==> src/rtl/bcd_digit_cnt.sv <==
// rtl/bcd_digit_cnt.sv - parametrised chainable time digit with range-checked load; BCD_DIGIT_DEC_EN enables decrement
module bcd_digit_cnt #(
    parameter int WIDTH     = 4,
    parameter int MIN_VAL   = 0,
    parameter int MAX_VAL   = 9,
    parameter int RESET_VAL = 0
) (
    input  logic             clk,
    input  logic             resetn,
    input  logic             set,
    input  logic [WIDTH-1:0] new_val,
    input  logic             inc,
    input  logic             dec,
    input  logic             clr_err,
    output logic [WIDTH-1:0] Q,
    output logic             at_max,
    output logic             at_min,
    output logic             carry,
    output logic             borrow,
    output logic             set_err
);

    localparam logic [WIDTH-1:0] MIN_Q   = WIDTH'(MIN_VAL);
    localparam logic [WIDTH-1:0] MAX_Q   = WIDTH'(MAX_VAL);
    localparam logic [WIDTH-1:0] RESET_Q = WIDTH'(RESET_VAL);

    logic             step_up;
    logic             step_dn;
    logic             load_ok;
    logic [WIDTH-1:0] q_next;
    logic             err_next;

`ifdef BCD_DIGIT_DEC_EN
    assign step_up = inc && !dec && !set;
    assign step_dn = dec && !inc && !set;
`else
    // Without decrement the dec pin is inert, so inc alone decides the step.
    logic unused_dec;
    assign unused_dec = dec;
    assign step_up    = inc && !set;
    assign step_dn    = 1'b0;
`endif

    assign load_ok = (new_val >= MIN_Q) && (new_val <= MAX_Q);
    assign at_max  = (Q == MAX_Q);
    assign at_min  = (Q == MIN_Q);
    // Unregistered so the next digit steps on the same edge this one wraps.
    assign carry   = step_up && at_max;
    assign borrow  = step_dn && at_min;

    always_comb begin
        q_next   = Q;
        err_next = set_err;
        if (clr_err) begin
            err_next = 1'b0;
        end
        if (set) begin
            if (load_ok) begin
                q_next = new_val;
            end else begin
                err_next = 1'b1;
            end
        end else if (step_up) begin
            q_next = at_max ? MIN_Q : Q + 1'b1;
        end
`ifdef BCD_DIGIT_DEC_EN
        else if (step_dn) begin
            q_next = at_min ? MAX_Q : Q - 1'b1;
        end
`endif
    end

    always_ff @(posedge clk) begin
        if (!resetn) begin
            Q       <= RESET_Q;
            set_err <= 1'b0;
        end else begin
            Q       <= q_next;
            set_err <= err_next;
        end
    end

endmodule

==> config.mk <==
export PLATFORM = sky130hd
export DESIGN_NAME = bcd_digit_cnt
export DESIGN_NICKNAME = d
export VERILOG_FILES = /design/src/rtl/bcd_digit_cnt.sv
export SDC_FILE = /design/constraint.sdc
export NUM_CORES = 1
export LEC_CHECK = 0
export CAP_MARGIN = 20
export CELL_PAD_IN_SITES_DETAIL_PLACEMENT = 1
export CELL_PAD_IN_SITES_GLOBAL_PLACEMENT = 1
export CORE_MARGIN = 5
export CORE_UTILIZATION = 22
export DETAILED_ROUTE_END_ITERATION = 12
export PLACE_DENSITY_LB_ADDON = 0.05
export SLEW_MARGIN = 10
export SYNTH_ARGS = -nofsm -noshare
export SYNTH_HDL_FRONTEND = slang
export SYNTH_SLANG_ARGS = --single-unit
==> constraint.sdc <==
create_clock -name clk -period 1.1 [get_ports clk]
set_input_delay 0.22 -clock clk [delete_from_list [all_inputs] [get_ports clk]]
set_output_delay 0.22 -clock clk [all_outputs]
set_load 0.01 [all_outputs]
# --- After elaboration in Yosys (flattened, before gate mapping) ---
# Cells that the tools add are included.
word_totals:
  reg_bits: 5
  input_bits: 10
  out_inout_bits: 9
  wordCells: 21
op_classes:
  addsub: 1
  magnitude_cmp: 2
  eq_ne: 2
  muxes: 7
  n_reduce_logical: 7
ops:
  columns: ["operator", "n"]
  rows:
  - ["4-bit two-way mux", 4]
  - ["4-bit by 1-bit adder with 4-bit output, second input constant", 1]
  - ["4-bit == test, second input constant", 1]
  - ["4-bit by 1-bit greater-or-equal comparator with 1-bit output, second input constant", 1]
  - ["4-bit less-or-equal comparator, second input constant", 1]
  - ["4-bit logical NOT", 1]
  - ["1-bit logical AND", 3]
  - ["1-bit two-way mux", 3]
  - ["2-bit by 1-bit != test with 1-bit output, second input constant", 1]
  - ["2-bit AND reduction", 1]
  - ["2-bit nonzero test", 1]
  - ["1-bit logical NOT", 1]

# --- Longest topological paths before layout ---
logic_depth:
  ltp_word: 4
  ltp_mapped: 5
  mapped_depth_nobuf: 4

# --- Least setup slack after synthesis ---
# Ideal clock, no wire load.
synth_path:
  path_kind: "register -> output"
  from: "reg Q[0]"
  to: "out carry"
  t_arrival_ns: 1.149
  required_time_ns: 0.880
  slack_ns: -0.269
  stages_incl_launch_ff: 5
  n_path_buf: 1
  path_cell_list: "dfxtp_1 -> buf_2 -> nand2_1 -> nor3_1 -> and3b_1"
synth_between:
  elab_chain_cells: 2
synth_lines:
  columns: ["item", "line", "source"]
  rows:
  - ["start, declared", "15", "output logic [WIDTH-1:0] Q,"]
  - ["start signal, assigned", "78", "Q <= q_next;"]
  - ["4-bit == test", "45", "assign at_max = (Q == MAX_Q);"]
  - ["via at_max", "16", "output logic at_max,"]
  - ["1-bit logical AND", "48", "assign carry = step_up && at_max;"]
  - ["end, declared", "18", "output logic carry,"]
# The timed path passes the listed nets, and every way through them passes these cells.

# --- Worst setup path in the final report ---
layout_path:
  from: "reg Q[0]"
  to: "out carry"
layout_between:
  elab_chain_cells: 2
layout_lines:
  columns: ["item", "line"]
  rows:
  - ["4-bit == test", "45"]
  - ["1-bit logical AND", "48"]
# Every way passes these cells.

==> results.json <==
{
  "syn_inst": 43,
  "cts_buffers": 3,
  "drc": 0,
  "crit_slowest_cell": "dfxtp_4",
  "outcome": "finished, violations left",
  "utilization_pct": 48.5,
  "wirelength_mm": 1.38,
  "min_period_ns": 1.32,
  "die-area_um2": 2500,
  "synth_area_um2": 352,
  "num_vias": 449,
  "whs_path_depth": 3,
  "netlist.top_cell.by_area": "dfxtp_1",
  "crit_path_cell_trace": "nand2_4, nor3_4, and3b_2, buf_6",
  "synthSimpleGateAreaFrac_pct": 21.7,
  "design_area_um2": 731,
  "cp-startpoint": "Q[0]$_SDFFE_PN0P_",
  "layout-drive-gt1-share_pct": 54.8,
  "max_freq_mhz": 758,
  "hold_viol": 0,
  "synth_cell_types": 27,
  "dp.final_hpwl_um": 999,
  "reg2reg_from": "Q[2]$_SDFFE_PN0P_",
  "ir_drop_mv": 0.535,
  "die_y_um": 50.0,
  "synth_top_family_by_area": "compound AO/OA/AOI/OAI gates",
  "synth_compound_area_share_pct": 34.5,
  "drt-pass1-iter-count": 3,
  "antennaDiodeCount": 0,
  "power_leakage_nw": 0.316,
  "synth_flop_cell": "dfxtp_1",
  "end_kind": "primary output",
  "cpLargestDelayFamily": "simple AND/OR/NAND/NOR gates",
  "cp.arrival_ns": 1.10,
  "cp_max_fo": 3,
  "violations": "setup timing",
  "synth_most_common_cell": "dfxtp_1",
  "hold_class": "in2reg",
  "cts-root-buf": "clkbuf_4",
  "cp_slowest_stage_delay_ns": 0.37,
  "clock_sinks": 5,
  "drt_iter0_drc": 1,
  "chipWidth_um": 50.0,
  "start_kind": "flip-flop",
  "vias_per_cell": 5.04,
  "finClkSkew_ns": 0.00947,
  "place_area_um2": 587,
  "yosys_warnings": 0,
  "clkTransAtPathRegs_ns": 0.05,
  "grt.overflow.total": 0,
  "finalSetupViolations": 6,
  "areaGrowthSynthToFinish_pct": 108,
  "maxCapViolCount": 0,
  "crit_buf_inv": 1,
  "synth_commonest_cells": "dfxtp_1 (5), a21oi_1 (4), inv_1 (3), nand2_1 (3)",
  "final_max_slew_viol_count": 0,
  "ant_nets": 0,
  "grt_usage_pct": 12.8,
  "core-area_um2": 1510,
  "worstPathRequired_ns": 0.88,
  "worst-setup-path-type": "reg2out",
  "final_nets": 84,
  "syn_area_per_cell_um2": 8.18,
  "grt_max_degree": 9,
  "cts_buffer_depth": 2,
  "place_congestion": 0.755,
  "yosys_register_bits": 5,
  "crit_cells": 4,
  "worst_slack_ns": -0.219,
  "antenna_found_initial": 0,
  "start_util_pct": 23.3,
  "cts_tree": "yes",
  "wl_per_cell_um": 15.5,
  "finalCritPeriodShare_pct": 120,
  "port_buffers": 16,
  "htreeDepth": 1,
  "yosys-top-cells-area": "dfxtp_1 (28%), a21oi_1 (5.7%), a221oi_2 (4.3%)",
  "synth_fp_nets": 53,
  "synth_xor_area_share_pct": 0,
  "rsz0062_at_grt": "yes",
  "yosysSeqAreaShare_pct": 28.5,
  "ff2ff_path_depth": 5,
  "cellPowerDensity_nw_per_um2": 946,
  "netlist.area_leader.share_pct": 28.5,
  "hold_path.startpoint": "new_val[3]",
  "synth_fa_ha_area_share_pct": 0,
  "grt_pass1_vias": 495,
  "pin_count": 19,
  "clk_latency_ns": 0.25,
  "rows": 14,
  "async_flop_share_pct": 0,
  "grt_pass1_wl_mm": 2.37,
  "synth.area.mux_share_pct": 2.85,
  "fin_setup_tns_ns": -0.794,
  "synth_edf_count": 0
}
==> worst register-to-register path, stage by stage (launching register included) <==
cell	delay, ns
dfxtp_2	0.37
buf_4	0.16
nand2_1	0.09
o221ai_2	0.19
o21bai_1	0.11
a221oi_2	0.22
==> state kept, by name, indices dropped and copies added (netlist names) <==
register	count
Q	4
set_err	1
==> area by class of cell <==
class / instances / area, µm²
tap: 16 / 20.0
multi-input combinational: 31 / 282
clock buffer: 4 / 26.3
fill: 178 / 776
inverter: 3 / 11.3
timing repair buffer: 30 / 279
sequential: 5 / 113
==> where the power goes <==
| part | switching (mW) | internal, mW | leakage, nW | total [mW] |
|---|---|---|---|---|
| clock network | 0.0823 | 0.138 | 0.0150 | 0.220 |
| logic | 0.116 | 0.139 | 0.258 | 0.255 |
| registers | 0.0203 | 0.196 | 0.0436 | 0.216 |
| total | 0.219 | 0.473 | 0.316 | 0.691 |
==> routing by layer <==
metal | part of all wire (%) | vias up | track usage [%] | routed length (µm)
li1 | - | 219 | - | -
met1 | 38 | 215 | 12.9 | 524
met2 | 54 | 11 | 21.2 | 739
met3 | 5.8 | 4 | 7.53 | 80
met4 | 2.4 | 0 | 5.24 | 33
met5 | 0 | - | 0 | 0
==> kinds of logic after synthesis <==
family | count (synthesis)
and+or+nand+nor | 13
other | 1
buffers and inverters | 7
DFF | 5
muxes | 1
AOI/OAI and AO/OA | 16
==> cell usage in the layout (no fill, tap or decap), types with 2 or more instances in the layout <==
cell,netlist,final
clkdlybuf4s50_1,0,3
o211ai_1,2,2
buf_6,1,9
o31ai_1,2,2
buf_4,1,8
buf_2,2,2
dfxtp_4,0,3
clkbuf_4,0,3
dlygate4sd2_1,0,6
nand2_1,3,2
a21oi_1,4,3
inv_1,3,3
==> path summary, 6_finish.rpt <==
check / slack (ns) / to
max: -0.22 / carry
min: 0.45 / Q[3]$_SDFFE_PN0P_
max reg2reg: -0.14 / Q[3]$_SDFFE_PN0P_
min reg2reg: 0.47 / set_err$_SDFF_PN0_
==> what timing repair did <==
action / CTS / global route
pin swaps: 7 / 1
hold buffers: 0 / 0
setup endpoints to repair: 12 / 12
gates resized for setup: 53 / 6
gates cloned: 0 / 0
hold endpoints to repair: 0 / 0
buffers inserted: 5 / 2
==> stage by stage <==
step                hold slack, ns  worst slack, ns  std cells  power (mW)
floorplan                    0.364          -0.0733         43       0.320
global placement             0.460           -0.515         79       0.421
global route                 0.445           -0.275         89       0.745
CTS                          0.450           -0.217         88       0.679
finish                       0.447           -0.219         89       0.691
detailed placement           0.472           -0.520         79       0.427
(Power assumes the default switching activity.)
